==> config.mk <==
export PLATFORM = sky130hd
export DESIGN_NAME = se_fc_engine
export DESIGN_NICKNAME = d
export VERILOG_FILES = /design/src/rtl/se_fc_engine.sv
export SDC_FILE = /design/constraint.sdc
export NUM_CORES = 1
export LEC_CHECK = 0
export BUFFER_PORTS_ARGS = -buffer_cell sky130_fd_sc_hd__buf_2
export CAP_MARGIN = 20
export CORE_MARGIN = 10
export CORE_UTILIZATION = 35
export CTS_CLUSTER_SIZE = 12
export DETAILED_ROUTE_END_ITERATION = 6
export GPL_ROUTABILITY_DRIVEN = 0
export PLACE_DENSITY = 0.58
export SETUP_SLACK_MARGIN = 0.05
export SLEW_MARGIN = 0
export SYNTH_ARGS = -nofsm -noshare
export SYNTH_HDL_FRONTEND = slang
export SYNTH_SLANG_ARGS = --single-unit
==> constraint.sdc <==
create_clock -name clk -period 11.8 [get_ports clk]
set_clock_uncertainty 0.2 [all_clocks]
set_input_delay 1.18 -clock clk [delete_from_list [all_inputs] [get_ports clk]]
set_output_delay 1.18 -clock clk [all_outputs]
set_load 0.02 [all_outputs]
==> src/rtl/se_fc_engine.sv <==
// Fully-connected layer of the squeeze-and-excite path: buffers one activation
// vector, streams row-major weights and emits one rescaled, saturated result per neuron.
module se_fc_engine #(
  parameter int IN_CH   = 16,
  parameter int OUT_CH  = 4,
  parameter int BITSIZE = 14,
  parameter int ACC_W   = 32,
  parameter int FRAC    = 8,
  parameter int RELU    = 1,
  parameter int W_BASE  = 0,
  localparam int OW = (OUT_CH > 1) ? $clog2(OUT_CH) : 1
) (
  input  logic                      clk,
  input  logic                      rst,
  input  logic                      start,
  input  logic                      in_valid,
  input  logic signed [BITSIZE-1:0] in_data,
  output logic                      w_en,
  output logic                      w_rd,
  output logic [14:0]               w_index,
  input  logic signed [BITSIZE-1:0] w_data,
  output logic                      out_valid,
  output logic [OW-1:0]             out_idx,
  output logic signed [BITSIZE-1:0] out_data,
  output logic                      busy,
  output logic                      done
);

  localparam int CW = (IN_CH > 1) ? $clog2(IN_CH) : 1;
  localparam logic [CW-1:0] LAST_I = CW'(IN_CH - 1);
  localparam logic [OW-1:0] LAST_O = OW'(OUT_CH - 1);
  localparam logic signed [ACC_W-1:0] SAT_MAX = ACC_W'(2 ** (BITSIZE - 1) - 1);
  localparam logic signed [ACC_W-1:0] SAT_MIN = ~SAT_MAX;

  typedef enum logic [2:0] {S_IDLE, S_LOAD, S_RUN, S_DRAIN, S_DONE} state_t;

  state_t                     r_state;
  logic [CW-1:0]              r_cnt;
  logic [CW-1:0]              r_i;
  logic [OW-1:0]              r_o;
  logic                       r_tag_v;
  logic                       r_tag_last;
  logic [CW-1:0]              r_tag_i;
  logic [OW-1:0]              r_tag_o;
  logic signed [BITSIZE-1:0]  r_act [IN_CH];
  logic signed [ACC_W-1:0]    r_acc;
  logic                       r_w_en;
  logic [14:0]                r_w_index;
  logic                       r_out_valid;
  logic [OW-1:0]              r_out_idx;
  logic signed [BITSIZE-1:0]  r_out_data;
  logic                       r_busy;
  logic                       r_done;

  logic signed [2*BITSIZE-1:0] w_prod;
  logic signed [ACC_W-1:0]     w_prod_ext;
  logic signed [ACC_W-1:0]     w_sum;
  logic signed [ACC_W-1:0]     w_shift;
  logic signed [BITSIZE-1:0]   w_sat;
  logic signed [BITSIZE-1:0]   w_res;

  assign w_prod     = w_data * r_act[r_tag_i];
  assign w_prod_ext = {{(ACC_W - 2*BITSIZE){w_prod[2*BITSIZE-1]}}, w_prod};
  assign w_sum      = r_acc + w_prod_ext;
  assign w_shift    = w_sum >>> FRAC;

  always_comb begin
    if (w_shift > SAT_MAX)
      w_sat = {1'b0, {(BITSIZE-1){1'b1}}};
    else if (w_shift < SAT_MIN)
      w_sat = {1'b1, {(BITSIZE-1){1'b0}}};
    else
      w_sat = w_shift[BITSIZE-1:0];
    w_res = ((RELU != 0) && w_sat[BITSIZE-1]) ? '0 : w_sat;
  end

  // Activation buffer carries no reset: it is always fully rewritten before use.
  always_ff @(posedge clk) begin
    if (r_state == S_LOAD && in_valid)
      r_act[r_cnt] <= in_data;
  end

  always_ff @(posedge clk) begin
    if (rst) begin
      r_state     <= S_IDLE;
      r_cnt       <= '0;
      r_i         <= '0;
      r_o         <= '0;
      r_tag_v     <= 1'b0;
      r_tag_last  <= 1'b0;
      r_tag_i     <= '0;
      r_tag_o     <= '0;
      r_acc       <= '0;
      r_w_en      <= 1'b0;
      r_w_index   <= '0;
      r_out_valid <= 1'b0;
      r_out_idx   <= '0;
      r_out_data  <= '0;
      r_busy      <= 1'b0;
      r_done      <= 1'b0;
    end else begin
      case (r_state)
        S_IDLE: if (start) begin
          r_state <= S_LOAD;
          r_cnt   <= '0;
          r_busy  <= 1'b1;
        end
        S_LOAD: if (in_valid) begin
          r_cnt <= r_cnt + 1'b1;
          if (r_cnt == LAST_I) begin
            r_state   <= S_RUN;
            r_w_en    <= 1'b1;
            r_w_index <= 15'(W_BASE);
            r_i       <= '0;
            r_o       <= '0;
          end
        end
        S_RUN: begin
          r_w_index <= r_w_index + 15'd1;
          if (r_i == LAST_I) begin
            r_i <= '0;
            if (r_o == LAST_O) begin
              r_state <= S_DRAIN;
              r_w_en  <= 1'b0;
            end else begin
              r_o <= r_o + 1'b1;
            end
          end else begin
            r_i <= r_i + 1'b1;
          end
        end
        // Leave once the final neuron's result is on the output register.
        S_DRAIN: if (r_out_valid && r_out_idx == LAST_O) begin
          r_state <= S_DONE;
          r_done  <= 1'b1;
        end
        S_DONE: begin
          r_state <= S_IDLE;
          r_done  <= 1'b0;
          r_busy  <= 1'b0;
        end
        default: r_state <= S_IDLE;
      endcase

      r_tag_v    <= (r_state == S_RUN);
      r_tag_i    <= r_i;
      r_tag_o    <= r_o;
      r_tag_last <= (r_i == LAST_I);

      r_out_valid <= 1'b0;
      if (r_tag_v) begin
        if (r_tag_last) begin
          r_out_data  <= w_res;
          r_out_idx   <= r_tag_o;
          r_out_valid <= 1'b1;
          r_acc       <= '0;
        end else begin
          r_acc <= w_sum;
        end
      end
    end
  end

  assign w_en      = r_w_en;
  assign w_rd      = r_w_en;
  assign w_index   = r_w_index;
  assign out_valid = r_out_valid;
  assign out_idx   = r_out_idx;
  assign out_data  = r_out_data;
  assign busy      = r_busy;
  assign done      = r_done;

endmodule

==> impl_metrics.tcl <==
set metrics [dict create \
    fin_crit_ns 9.871 \
    path_clk_slew_ns 0.06 \
    layout_commonest_cell "inv_1" \
    vias_per_cell 4.879 \
    die_w_um 270.7 \
    syn_area_um2 21990 \
    outcome "complete, no violations" \
    synthFlopType "edfxtp_1" \
    setup_violations 0 \
    fin_util_pct 39.38 \
    drv_cap 0 \
    ant_nets 0 \
    hp-class "register to register" \
    first_iter_violations 731 \
    rsz0062_at_grt "false" \
    post-cts-setup-buffer-count 0 \
    die_h_um 270.7 \
    clock_latency_ns 0.57 \
    core_area_um2 61940 \
    clock_sinks 311 \
    pin_count 68 \
    finalCritPeriodShare_pct 83.66 \
    cts_root_buf "clkbuf_16" \
    async_reset_ff_share_pct 0 \
    postCtsHoldBufs 0 \
    grt_usage_pct 14.68 \
    routed_wl_mm 52.96 \
    dr_total_vias 13500 \
    min_to "out_idx[0]$_SDFFE_PP0P_" \
    htree_num_levels 2 \
    synth_edf_count 224 \
    place_ws_ns 1.867 \
    ys_warn_count 0 \
    layout_common_cells "365 x inv_1, 257 x fa_1, 224 x edfxtp_1" \
    grt_pass1_vias 14880 \
    nets 2293 \
    fin_ws_ns 1.929 \
    max_freq_ghz 0.1013 \
    path_class "register to register" \
    reg2reg_slack_ns 1.93 \
    yosysTopAreaCell "edfxtp_1" \
    syn_avg_cell_area_um2 11.85 \
    post-synth-top-area-fraction_pct 30.59 \
    synth-seq-area-share_pct 38.51 \
    synth-seq-cells 311 \
    slew_headroom_pct 34.04 \
    antenna_found_initial 4 \
    io_buffers 66 \
    std_cell_rows 91 \
    min_from "r_tag_o[0]$_SDFF_PP0_" \
    cp_max_fo 39 \
    drt_pass1_iterations 5 \
    drive_gt1_share_pct 12.65 \
    synth_area_leaders "edfxtp_1 31%, fa_1 23%, dfxtp_1 7.9%" \
    initial_utilization_pct 35.50 \
    slew_viol_final 0 \
    tightest_slew_ns 0.9871 \
    critPathArrivalTime_ns 10.05 \
    tritoncts "yes" \
    cts_buffer_depth 3 \
    drc_errors 0 \
    wl_per_cell_um 19.14 \
    grt_max_degree 58 \
    min_path_cells 2 \
    cp_data_required_time_ns 11.98 \
    dieArea_um2 73250 \
    syn-instance-count 1856 \
    area_delta_synth_final_pct 10.92 \
    post-dp-hpwl_mm 38.84 \
    crit_path_end_kind "register" \
    holdWs_ns 0.2354 \
    overflow 0 \
    synth.distinct_cells 73 \
    grt_pass1_wl_mm 84.71 \
    regToRegEndpoint "out_data[4]$_SDFFE_PP0P_" \
    tns_ns 0 \
    cts-resized-gates 0 \
    reg2regPathDepth 23 \
    hold_viol 0 \
    cts_buffers 36 \
    syn-num-nets 2243 \
    cp-start-kind "register" \
]
[logic make-up (layout without fill, tap and decap cells)]
logic type | after synthesis | after routing | synth area share (%)
mux | 71 | 71 | 7.164
simple gates | 462 | 462 | 10.19
other cells | 1 | 2 | 0.01705
xor+xnor | 45 | 45 | 1.855
compound gates | 169 | 169 | 5.451
buf+inv | 442 | 515 | 7.835
fa+ha+maj | 355 | 355 | 28.97
flops | 311 | 311 | 38.51
[layer usage]
layer	global-route usage (%)	part of all wire [%]
met4	3.337	1.9
met3	2.655	4.3
met5	0	0.076
met2	26.03	51
met1	18.30	43
[through the flow]
stage	cell area (um^2)	std cells
floorplan	21990	1856
global placement	23210	2705
finish	24390	2767
CTS	24390	2766
global route	24390	2766
detailed placement	23210	2705
[flip-flops by register name, summed over array words and instances (netlist names), named ones only]
| signal | flops |
|---|---|
| r_o | 2 |
| out_data | 13 |
| r_cnt | 4 |
| done | 1 |
| r_tag_v | 1 |
| r_i | 4 |
| r_state | 3 |
| w_index | 15 |
| busy | 1 |
| r_act | 224 |
| out_valid | 1 |
| out_idx | 2 |
| r_acc | 32 |
| r_tag_last | 1 |
| r_tag_o | 2 |
| w_en | 1 |
[area by class of cell]
cell class	count	area (um^2)
Sequential cell	311	8473
Tap cell	837	1047
Timing Repair Buffer	89	503.0
Clock buffer	46	969.7
Antenna cell	1	2.502
Multi-Input combinational cell	1103	11820
Fill cell	5965	37550
Clock inverter	15	203.9
Inverter	365	1370
[cell usage after synthesis, types with 16 or more instances]
cell,number
fa_1,257
ha_1,98
nor2_1,122
a211oi_1,16
inv_1,365
edfxtp_1,224
dfxtp_1,87
xnor2_1,23
clkbuf_1,56
a22oi_1,26
o21ai_0,23
xor2_1,21
nand2_1,136
a21oi_1,44
mux4_2,69
and2_1,106
[how the worst max path moves through the flow]
stage                     cells past startpoint     start                   endpoint
after floorplan                              27  register  out_data[12]$_SDFFE_PP0P_
after global placement                       23  register  out_data[11]$_SDFFE_PP0P_
after detailed placement                     24  register   out_data[4]$_SDFFE_PP0P_
after CTS                                    23  register   out_data[4]$_SDFFE_PP0P_
after global routing                         24  register   out_data[0]$_SDFFE_PP0P_
final                                        23  register   out_data[4]$_SDFFE_PP0P_
[worst max-delay path, cell delays in order, from the launching register on]
cell and delay (ns):
dfxtp_4 0.84, mux4_2 0.59, mux4_2 0.67, nand2_1 0.80
inv_1 0.37, fa_1 0.60, inv_1 0.06, fa_1 0.53
inv_1 0.05, fa_1 0.52, fa_1 0.44, fa_1 0.54
inv_1 0.05, fa_1 0.52, inv_1 0.04, ha_1 0.40
nand4_1 0.24, nor4_1 0.34, o31ai_1 0.17, a32oi_1 0.28
xnor2_1 0.26, nand4b_1 0.17, nor3_2 0.77, a211oi_1 0.18
Power is not shown: default switching activity piles up to over one toggle a cycle in this logic, so the estimate is an artifact.
